<file path="config.mk">
export PLATFORM = sky130hd
export DESIGN_NAME = knn_sdram_arbiter_flat
export DESIGN_NICKNAME = d
export VERILOG_FILES = /design/src/rtl/knn_sdram_arbiter_if.sv /design/src/rtl/knn_sdram_arbiter.sv /design/src/flat_wrapper.sv
export SDC_FILE = /design/constraint.sdc
export NUM_CORES = 1
export LEC_CHECK = 0
export CAP_MARGIN = 15
export CORE_UTILIZATION = 43
export CTS_BUF_LIST = sky130_fd_sc_hd__clkbuf_8
export DETAILED_ROUTE_END_ITERATION = 7
export HOLD_SLACK_MARGIN = 0.05
export PLACE_DENSITY = 0.91
export SYNTH_ARGS = -nofsm -noshare
export SYNTH_HDL_FRONTEND = slang
export SYNTH_SLANG_ARGS = --single-unit
</file>
<file path="constraint.sdc">
create_clock -name clk -period 5 [get_ports clk]
set_clock_uncertainty 0.15 [all_clocks]
set_input_delay 1 -clock clk [delete_from_list [all_inputs] [get_ports clk]]
set_output_delay 1 -clock clk [all_outputs]
set_load 0.1 [all_outputs]
</file>
<file path="src/rtl/knn_sdram_arbiter_if.sv">
// Requester-side and SDRAM-side signal bundle for knn_sdram_arbiter.
// The arbiter connects through the slave modport; the requesters and memory connect through master.
interface knn_sdram_arbiter_if #(
    parameter int CH     = 4,
    parameter int W      = 16,
    parameter int ADDR_W = 25
);
    localparam int GW = (CH > 1) ? $clog2(CH) : 1;

    logic [CH-1:0]        ch_req;
    logic [CH-1:0]        ch_we;
    logic [CH*ADDR_W-1:0] ch_addr;
    logic [CH*W-1:0]      ch_wdata;
    logic [CH-1:0]        ch_done;
    logic [W-1:0]         ch_rdata;
    logic [GW-1:0]        grant_id;
    logic                 busy;
    logic                 read;
    logic [ADDR_W-1:0]    readaddress;
    logic [W-1:0]         readdata;
    logic                 write;
    logic [ADDR_W-1:0]    writeaddress;
    logic [W-1:0]         writedata;

    modport slave (
        input  ch_req, ch_we, ch_addr, ch_wdata, readdata,
        output ch_done, ch_rdata, grant_id, busy,
               read, readaddress, write, writeaddress, writedata
    );

    modport master (
        output ch_req, ch_we, ch_addr, ch_wdata, readdata,
        input  ch_done, ch_rdata, grant_id, busy,
               read, readaddress, write, writeaddress, writedata
    );
endinterface

</file>
<file path="src/rtl/knn_sdram_arbiter.sv">
// Round-robin arbiter serialising CH requesters onto one SDRAM read/write port,
// one transaction at a time through IDLE -> ISSUE -> WAIT -> DONE -> IDLE.
module knn_sdram_arbiter #(
    parameter int CH      = 4,
    parameter int W       = 16,
    parameter int ADDR_W  = 25,
    parameter int RD_LAT  = 1,
    parameter int WR_WAIT = 9
) (
    input  logic               clk,
    input  logic               rst,
    knn_sdram_arbiter_if.slave bus
);
    localparam int GW   = (CH > 1) ? $clog2(CH) : 1;
    localparam int LMAX = (RD_LAT > WR_WAIT) ? RD_LAT : WR_WAIT;
    localparam int CW   = (LMAX > 1) ? $clog2(LMAX) : 1;

    localparam logic [CW-1:0] RD_LOAD  = CW'(RD_LAT - 32'sd1);
    localparam logic [CW-1:0] WR_LOAD  = CW'(WR_WAIT - 32'sd1);
    localparam logic [CW-1:0] CNT_ONE  = CW'(32'd1);
    localparam logic [GW-1:0] GID_ONE  = GW'(32'd1);
    localparam logic [GW-1:0] LAST_CH  = GW'(CH - 32'sd1);
    localparam bit            WR_SKIP  = (WR_WAIT == 32'sd0);

    localparam logic [1:0] IDLE  = 2'd0;
    localparam logic [1:0] ISSUE = 2'd1;
    localparam logic [1:0] WAIT  = 2'd2;
    localparam logic [1:0] DONE  = 2'd3;

    logic [1:0]        state_r;
    logic [1:0]        state_nx_s;
    logic [GW-1:0]     p_r;
    logic [GW-1:0]     grant_id_r;
    logic              we_r;
    logic [CW-1:0]     cnt_r;
    logic              read_r;
    logic              write_r;
    logic [ADDR_W-1:0] readaddress_r;
    logic [ADDR_W-1:0] writeaddress_r;
    logic [W-1:0]      writedata_r;
    logic [CH-1:0]     done_r;
    logic [W-1:0]      rdata_r;
    logic              busy_r;

    logic              found_s;
    logic              hit_s;
    logic [GW-1:0]     win_s;
    logic              sel_s;
    logic              win_we_s;
    logic [ADDR_W-1:0] win_addr_s;
    logic [W-1:0]      win_wdata_s;
    logic [CH-1:0]     done_vec_s;

    // Round-robin pick: first requester at or above p_r, otherwise the lowest one below it.
    always_comb begin
        found_s = 1'b0;
        hit_s   = 1'b0;
        win_s   = '0;
        for (int c = 0; c < CH; c++) begin
            hit_s   = !found_s && bus.ch_req[c] && (GW'(c) >= p_r);
            win_s   = hit_s ? GW'(c) : win_s;
            found_s = found_s | hit_s;
        end
        for (int c = 0; c < CH; c++) begin
            hit_s   = !found_s && bus.ch_req[c];
            win_s   = hit_s ? GW'(c) : win_s;
            found_s = found_s | hit_s;
        end
    end

    // Select the winning channel's direction, address and write data.
    always_comb begin
        sel_s       = 1'b0;
        win_we_s    = 1'b0;
        win_addr_s  = '0;
        win_wdata_s = '0;
        for (int c = 0; c < CH; c++) begin
            sel_s       = (win_s == GW'(c));
            win_we_s    = win_we_s | (sel_s & bus.ch_we[c]);
            win_addr_s  = win_addr_s | (bus.ch_addr[c*ADDR_W +: ADDR_W] & {ADDR_W{sel_s}});
            win_wdata_s = win_wdata_s | (bus.ch_wdata[c*W +: W] & {W{sel_s}});
        end
    end

    // One-hot completion vector for the granted channel.
    always_comb begin
        done_vec_s = '0;
        for (int c = 0; c < CH; c++) begin
            done_vec_s[c] = (grant_id_r == GW'(c));
        end
    end

    // Next-state logic; a zero write wait skips WAIT entirely.
    always_comb begin
        state_nx_s = state_r;
        case (state_r)
            IDLE:    state_nx_s = found_s ? ISSUE : IDLE;
            ISSUE: begin
                if (we_r && WR_SKIP) begin
                    state_nx_s = DONE;
                end else begin
                    state_nx_s = WAIT;
                end
            end
            WAIT:    state_nx_s = (cnt_r == '0) ? DONE : WAIT;
            DONE:    state_nx_s = IDLE;
            default: state_nx_s = IDLE;
        endcase
    end

    // State, grant bookkeeping and all registered outputs.
    always_ff @(posedge clk or negedge rst) begin
        if (!rst) begin
            state_r        <= IDLE;
            p_r            <= '0;
            grant_id_r     <= '0;
            we_r           <= 1'b0;
            cnt_r          <= '0;
            read_r         <= 1'b0;
            write_r        <= 1'b0;
            readaddress_r  <= '0;
            writeaddress_r <= '0;
            writedata_r    <= '0;
            done_r         <= '0;
            rdata_r        <= '0;
            busy_r         <= 1'b0;
        end else begin
            state_r <= state_nx_s;
            busy_r  <= (state_nx_s != IDLE);
            done_r  <= (state_nx_s == DONE) ? done_vec_s : '0;
            read_r  <= (state_r == IDLE) && found_s && !win_we_s;
            write_r <= (state_r == IDLE) && found_s && win_we_s;

            if ((state_r == IDLE) && found_s) begin
                grant_id_r <= win_s;
                we_r       <= win_we_s;
                p_r        <= (win_s == LAST_CH) ? '0 : (win_s + GID_ONE);
                if (win_we_s) begin
                    writeaddress_r <= win_addr_s;
                    writedata_r    <= win_wdata_s;
                end else begin
                    readaddress_r  <= win_addr_s;
                end
            end

            if (state_r == ISSUE) begin
                cnt_r <= we_r ? WR_LOAD : RD_LOAD;
            end else if (state_r == WAIT) begin
                cnt_r <= cnt_r - CNT_ONE;
            end

            // Memory data is taken on the edge that ends the last wait cycle.
            if ((state_r == WAIT) && (cnt_r == '0) && !we_r) begin
                rdata_r <= bus.readdata;
            end
        end
    end

    assign bus.read         = read_r;
    assign bus.write        = write_r;
    assign bus.readaddress  = readaddress_r;
    assign bus.writeaddress = writeaddress_r;
    assign bus.writedata    = writedata_r;
    assign bus.ch_done      = done_r;
    assign bus.ch_rdata     = rdata_r;
    assign bus.grant_id     = grant_id_r;
    assign bus.busy         = busy_r;
endmodule

</file>
<file path="src/flat_wrapper.sv">
// flat-port wrapper written by rule: the top's interface ports become plain ports
module knn_sdram_arbiter_flat 
#(
    parameter int CH      = 4,
    parameter int W       = 16,
    parameter int ADDR_W  = 25,
    parameter int RD_LAT  = 1,
    parameter int WR_WAIT = 9
)
  (clk, rst, bus_ch_req, bus_ch_we, bus_ch_addr, bus_ch_wdata, bus_readdata, bus_ch_done, bus_ch_rdata, bus_grant_id, bus_busy, bus_read, bus_readaddress, bus_write, bus_writeaddress, bus_writedata);
  knn_sdram_arbiter_if #(.CH(CH), .W(W), .ADDR_W(ADDR_W)) bus_i ();
  input  logic clk;
  input  logic rst;
  input wire logic [$bits(bus_i.ch_req)-1:0] bus_ch_req;
  input wire logic [$bits(bus_i.ch_we)-1:0] bus_ch_we;
  input wire logic [$bits(bus_i.ch_addr)-1:0] bus_ch_addr;
  input wire logic [$bits(bus_i.ch_wdata)-1:0] bus_ch_wdata;
  input wire logic [$bits(bus_i.readdata)-1:0] bus_readdata;
  output wire logic [$bits(bus_i.ch_done)-1:0] bus_ch_done;
  output wire logic [$bits(bus_i.ch_rdata)-1:0] bus_ch_rdata;
  output wire logic [$bits(bus_i.grant_id)-1:0] bus_grant_id;
  output wire logic [$bits(bus_i.busy)-1:0] bus_busy;
  output wire logic [$bits(bus_i.read)-1:0] bus_read;
  output wire logic [$bits(bus_i.readaddress)-1:0] bus_readaddress;
  output wire logic [$bits(bus_i.write)-1:0] bus_write;
  output wire logic [$bits(bus_i.writeaddress)-1:0] bus_writeaddress;
  output wire logic [$bits(bus_i.writedata)-1:0] bus_writedata;
  assign bus_i.ch_req = bus_ch_req;
  assign bus_i.ch_we = bus_ch_we;
  assign bus_i.ch_addr = bus_ch_addr;
  assign bus_i.ch_wdata = bus_ch_wdata;
  assign bus_i.readdata = bus_readdata;
  assign bus_ch_done = bus_i.ch_done;
  assign bus_ch_rdata = bus_i.ch_rdata;
  assign bus_grant_id = bus_i.grant_id;
  assign bus_busy = bus_i.busy;
  assign bus_read = bus_i.read;
  assign bus_readaddress = bus_i.readaddress;
  assign bus_write = bus_i.write;
  assign bus_writeaddress = bus_i.writeaddress;
  assign bus_writedata = bus_i.writedata;
  knn_sdram_arbiter #(.CH(CH), .W(W), .ADDR_W(ADDR_W), .RD_LAT(RD_LAT), .WR_WAIT(WR_WAIT)) u_core (.clk(clk), .rst(rst), .bus(bus_i));
endmodule
</file>
# Yosys cells after proc, flatten, opt, wreduce, memory -nomap -nowiden
# Index checks and enable logic that the tools add are counted.
# Widths: inputs -> output; s select.
[word_totals] regBits=100 inputBits=190 output_inout_bits=91 wordCells=106
[classes] add_sub_neg=2 magnitude_cmp=4 n_eq_ne=10 n_mux=15 bitwise_logic=29 reduce_logical=33
[op_table] operator="$and 25x25->25" count=4
[op_table] operator="$or 25x25->25" count=3
[op_table] operator="$and 16x16->16" count=4
[op_table] operator="$or 16x16->16" count=3
[op_table] operator="$logic_and 1x1->1" count=16
[op_table] operator="$mux 4" count=4
[op_table] operator="$eq 2x2->1 const B" count=7
[op_table] operator="$mux 2" count=7
[op_table] operator="$or 1x1->1" count=10
[op_table] operator="$logic_not 1->1" count=9
[op_table] operator="$pmux 2 s4" count=1
[op_table] operator="$eq 2x1->1 const B" count=3
[op_table] operator="$logic_not 2->1" count=3
[op_table] operator="$and 1x1->1" count=4
[op_table] operator="$ge 1x2->1 const A" count=2
[op_table] operator="$ge 2x2->1 const A" count=2
[op_table] operator="$logic_not 4->1" count=1
[op_table] operator="$reduce_and 2->1" count=2
[op_table] operator="$reduce_bool 2->1" count=2
[op_table] operator="$sub 4x1->4 const B" count=1
[op_table] operator="$mux 1" count=3
[op_table] operator="$add 2x1->2 const B" count=1
[op_table] operator="$not 1->1" count=1

# Longest topological paths before layout
[logic_depth] word_depth=33 depth_mapped=10 ltp_nobuf=7

# Least setup slack after synthesis
# No wires, ideal clock.
[synth_path] kind="in2reg" startpoint="input port bus_ch_req[1]" endpoint="register u_core.writeaddress_r[0], in the netlist u_core.bus.writeaddress[0]" setup_ps=126 arrival_time_ps=2924 required_ps=4724 path_slack_ps=1800 path_stages=9 path_buffers=2 cell_sequence="or3b_2 -> o221a_2 -> inv_1 -> ha_1 -> clkbuf_1 -> a22oi_4 -> a21oi_4 -> buf_12 -> mux2_4"
[synth_between] elab_chain_cells=29 word_cells_on_any_way=50 classes_between="eq/ne (3); mux (7); bitwise (21); reduce/logical (19)"
[synth_lines] item="from (decl)" line_no="flat_wrapper.sv:14" rtl="input wire logic [$bits(bus_i.ch_req)-1:0] bus_ch_req;"
[synth_lines] item="$logic_and 1x1->1 (2 in a row)" line_no="knn_sdram_arbiter.sv:60" rtl="hit_s = !found_s && bus.ch_req[c] && (GW'(c) >= p_r);"
[synth_lines] item="$or 1x1->1" line_no="knn_sdram_arbiter.sv:62" rtl="found_s = found_s | hit_s;"
[synth_lines] item="$logic_not 1->1" line_no="knn_sdram_arbiter.sv:60"
[synth_lines] item="$logic_and 1x1->1 (2 in a row)" line_no="knn_sdram_arbiter.sv:60"
[synth_lines] item="$or 1x1->1" line_no="knn_sdram_arbiter.sv:62"
[synth_lines] item="$logic_not 1->1" line_no="knn_sdram_arbiter.sv:60"
[synth_lines] item="$logic_and 1x1->1 (2 in a row)" line_no="knn_sdram_arbiter.sv:60"
[synth_lines] item="$or 1x1->1" line_no="knn_sdram_arbiter.sv:62"
[synth_lines] item="(+9 left out)"
[synth_lines] item="$logic_not 1->1" line_no="knn_sdram_arbiter.sv:65" rtl="hit_s = !found_s && bus.ch_req[c];"
[synth_lines] item="$logic_and 1x1->1" line_no="knn_sdram_arbiter.sv:65"
[synth_lines] item="$mux 2 (*)" line_no="knn_sdram_arbiter.sv:66" rtl="win_s = hit_s ? GW'(c) : win_s;"
[synth_lines] item="net u_core.win_s[0]" line_no="knn_sdram_arbiter.sv:47" rtl="logic [GW-1:0] win_s;"
[synth_lines] item="$eq 2x1->1 / $logic_not 2->1 (equally long branches)" line_no="knn_sdram_arbiter.sv:78" rtl="sel_s = (win_s == GW'(c));"
[synth_lines] item="$and 1x1->1" line_no="knn_sdram_arbiter.sv:79" rtl="win_we_s = win_we_s | (sel_s & bus.ch_we[c]);"
[synth_lines] item="$or 1x1->1 (3 in a row)" line_no="knn_sdram_arbiter.sv:79"
[synth_lines] item="$reduce_and 2->1 (no source line)"
[synth_lines] item="to (signal assigned)" line_no="knn_sdram_arbiter.sv:139" rtl="writeaddress_r <= win_addr_s;"
[synth_lines] item="to (decl)" line_no="knn_sdram_arbiter.sv:39" rtl="logic [ADDR_W-1:0] writeaddress_r;"
# Mark *: on every way through the listed nets, which the timed path passes. The rest lies on a longest branch.
# A chain may end at the register's enable or synchronous reset.

# Final worst setup path
[layout_path] startpoint="input port bus_ch_req[0]" endpoint="register u_core.readaddress_r[0], in the netlist u_core.bus.readaddress[0]"
[layout_between] elab_chain_cells=32 word_cells_on_any_way=53 classes_between="eq/ne (3); mux (7); bitwise (22); reduce/logical (21)"
[layout_lines] item="$logic_and 1x1->1" line_no="knn_sdram_arbiter.sv:60"
[layout_lines] item="$logic_not 1->1" line_no="knn_sdram_arbiter.sv:60"
[layout_lines] item="$logic_and 1x1->1 (2 in a row)" line_no="knn_sdram_arbiter.sv:60"
[layout_lines] item="$or 1x1->1" line_no="knn_sdram_arbiter.sv:62"
[layout_lines] item="$logic_not 1->1" line_no="knn_sdram_arbiter.sv:60"
[layout_lines] item="$logic_and 1x1->1 (2 in a row)" line_no="knn_sdram_arbiter.sv:60"
[layout_lines] item="$or 1x1->1" line_no="knn_sdram_arbiter.sv:62"
[layout_lines] item="$logic_not 1->1" line_no="knn_sdram_arbiter.sv:60"
[layout_lines] item="(+12 left out)"
[layout_lines] item="$logic_not 1->1" line_no="knn_sdram_arbiter.sv:65"
[layout_lines] item="$logic_and 1x1->1" line_no="knn_sdram_arbiter.sv:65"
[layout_lines] item="$mux 2" line_no="knn_sdram_arbiter.sv:66"
[layout_lines] item="$eq 2x1->1 / $logic_not 2->1 (equally long branches)" line_no="knn_sdram_arbiter.sv:78"
[layout_lines] item="$and 1x1->1" line_no="knn_sdram_arbiter.sv:79"
[layout_lines] item="$or 1x1->1 (3 in a row)" line_no="knn_sdram_arbiter.sv:79"
[layout_lines] item="$not 1->1 (no source line)"
[layout_lines] item="$reduce_and 2->1 (no source line)"
[layout_lines] item="to (signal assigned)" line_no="knn_sdram_arbiter.sv:142" rtl="readaddress_r <= win_addr_s;"
[layout_lines] item="to (decl)" line_no="knn_sdram_arbiter.sv:38" rtl="logic [ADDR_W-1:0] readaddress_r;"
# Several ways; a longest one is shown, not always the timed one.

==> results.md <==
- Max-Cap Viols: 0
- Final wirelength: 14.98 mm
- Ant diodes: 0
- CTS hold repair buffers: 0
- CP top delay family: buffers and inverters
- Cts repair resizes: 0
- # Post-CTS Setup Buffers: 0
- Critical Path Max Stage Delay: 0.80 ns
- CTS tree: built
- # rows: 39
- CTS buffer count: 9
- Initial DRC count: 184
- Die Span Y: 110.4 um
- #FFs+latches synth: 100
- Slew headroom: 28.13%
- # DRC: 0
- Status: complete, no violations
- EDFF count, synth: 0
- FF-to-FF End: u_core.bus.readaddress[0]
- Die W: 110.4 um
- Root Buffer: clkbuf_8
- Mapped Area: 5054 um2
- Worst Tran Pin Value: 1.075 ns
- Clock transition at the registers of the reported paths: 0.10 ns
- Layout cell share with drive strength beyond 1: 14.79%
- Cell with the most instances after synthesis: dfrtp_1
- Setup tns final: 0 ns
- Final-layout fill cell count: 812
- Final Hold Fails: 0
- Endpoints failing setup: 0
- Clock Sinks: 100
- Largest cells by area after synthesis: dfrtp_1 50%, a22oi_1 12%, mux2_4 12%, mux2_2 5.6%, mux2_1 4.0%
- Core area: 11420 um2
- CP Buf/Inv Count: 2
- Prevailing post-synth register cell: dfrtp_1
- Worst path required time: 5.09 ns
- Routability cong.: 0.9132
- Hold_sp: u_core.bus.readaddress[13]
- Critical path, cell by cell: clkdlybuf4s50_1 -> nand2_1 -> a311oi_1 -> or2_2 -> ha_2 -> a22oi_4 -> nand3b_1 -> buf_4 -> mux2_2
- Vias in the first global route: 4689
- Total die area: 12190 um2
- Clock Path Buffers: 2
- Layout area overhead: 60.16%
- Ys Warns: 0
- Initial Utilization: 44.26%
- Critical Path Fanout Max: 42
- # H-tree levels: 3
- Largest area contributor in the netlist: dfrtp_1
- Crit path DAT: 4.30 ns
- Count of pins over their slew limit: 0
- Avg Cell Area, Syn: 12.54 um2
- GRT Util Overall: 24.54%
- Clock Latency Late Sink: 0.35 ns
- FF-to-FF path depth: 8
- Hold Crit Endpoint: u_core.bus.readaddress[13]
- Netlist cell types: 39
- I/O pin total: 281
- Global-route wire length before repair: 23.98 mm
- Final period util: 84.37%
- Seq/Total Area, Yosys: 49.52%
- Vias/cell: 5.435
- RSZ-0062 raised after global routing: no
- Largest net degree at the start of global routing: 73
- Crit. End Element: flop
- Hold WC Path Type: reg2reg
- Crit path kind: in2reg
- Min cycle time layout: 4.219 ns
- Post-synth top cells: 100 x dfrtp_1, 82 x a22oi_1, 49 x nand2_1
- Initial antenna violation count: 0
- Yosys top cell area share: 49.52%
- Drt wl/cell: 18.28 um
- DRT Pass-1 Iters: 4
- Overflow after GRT: 0
- Cells after Synth: 403
- Crit path max-delay cell type: ha_2
- DP Wirelength: 11.45 mm
- Final nets: 870
- Post-synth ARST share: 100.0%
- Worst Hold Path Cells: 1
- Total number of vias: 4451
- Peak Freq: 237.1 MHz
- R2r setup slk: 1.57 ns
- FF-to-FF Start: u_core.p_r[1]
- Mapped Nets: 602
- CP Launch Type: primary input
- Post-route ant nets: 0
- Port Buffers: 280
==> logic make-up after synthesis <==
group | share of synthesized area, %
AO/OA/AOI/OAI | 16.12
multiplexers | 21.37
adder cells (fa/ha/maj) | 2.228
flip-flops | 49.52
buffers and inverters | 4.828
AND/OR/NAND/NOR | 5.943
==> stage by stage <==
| stage | cell area, um2 | utilization, % | setup WS, ns | std cells | hold WS (ns) |
|---|---|---|---|---|---|
| 2_1_floorplan | 5054 | - | 1.800 | 403 | 0.3218 |
| 3_3_place_gp | 7901 | 69.20 | 0.6104 | 803 | 0.3242 |
| 3_5_place_dp | 7901 | 69.20 | 0.4113 | 803 | 0.3353 |
| 4_1_cts | 8094 | 70.89 | 0.7954 | 819 | 0.3593 |
| 5_1_grt | 8094 | 70.89 | 0.5812 | 819 | 0.3732 |
| 6_report | 8094 | 70.89 | 0.7815 | 819 | 0.3525 |
==> cell usage in the layout, fill, tap and decap left out, drive strengths merged, types with 2 or more instances in the layout <==
| cell type | count |
|---|---|
| ha | 9 |
| a21boi | 2 |
| nand3 | 2 |
| nand2 | 49 |
| clkbuf | 10 |
| dfrtp | 100 |
| nor3 | 2 |
| clkdlybuf4s50 | 279 |
| a22oi | 84 |
| clkinvlp | 2 |
| o41ai | 2 |
| a21oi | 2 |
| nor2 | 4 |
| inv | 13 |
| nand2b | 2 |
| o21ai | 7 |
| o31ai | 2 |
| buf | 8 |
| mux2 | 82 |
| a22o | 2 |
==> routing by layer <==
metal | wire length, um | GRT usage (%) | share of wire (%)
met3 | 1249 | 6.037 | 8.3
met2 | 7568 | 43.44 | 51
met5 | 0 | 0 | 0
met1 | 5625 | 27.49 | 38
met4 | 532 | 11.91 | 3.6
==> how the worst max path moves through the flow <==
stage / slack [ns] / cells past startpoint / from / to
2_1_floorplan: 1.80 / 9 / bus_ch_req[1] / u_core.bus.writeaddress[0]
3_3_place_gp: 0.61 / 9 / bus_ch_req[0] / u_core.bus.readaddress[0]
3_5_place_dp: 0.41 / 9 / bus_ch_req[0] / u_core.bus.readaddress[0]
4_1_cts: 0.80 / 9 / bus_ch_req[0] / u_core.bus.readaddress[0]
5_1_grt: 0.58 / 9 / bus_ch_req[2] / u_core.bus.readaddress[0]
6_report: 0.78 / 9 / bus_ch_req[0] / u_core.bus.readaddress[0]
==> area by class of cell <==
cell class | instances | area, um2 | area share [%]
inverter | 10 | 37.54 | 0.4638
clock inverter | 6 | 55.05 | 0.6802
clock buffer | 10 | 137.6 | 1.700
sequential | 100 | 2502 | 30.92
multi-input combinational | 263 | 2317 | 28.63
timing repair buffer | 287 | 2865 | 35.40
tap | 143 | 178.9 | 2.211
==> registers in the layout, indices dropped and copies added (netlist names) <==
name,cells
u_core.bus.readaddress,25
u_core.bus.busy,1
u_core.bus.write,1
u_core.bus.read,1
u_core.cnt_r,4
u_core.p_r,2
u_core.bus.grant_id,2
u_core.we_r,1
u_core.bus.writedata,16
u_core.bus.ch_rdata,16
u_core.bus.ch_done,4
u_core.bus.writeaddress,25
u_core.state_r,2
Power is left out: the tool's default activity adds up to more than one toggle a clock period on the data nets, which glitch-free logic cannot reach.
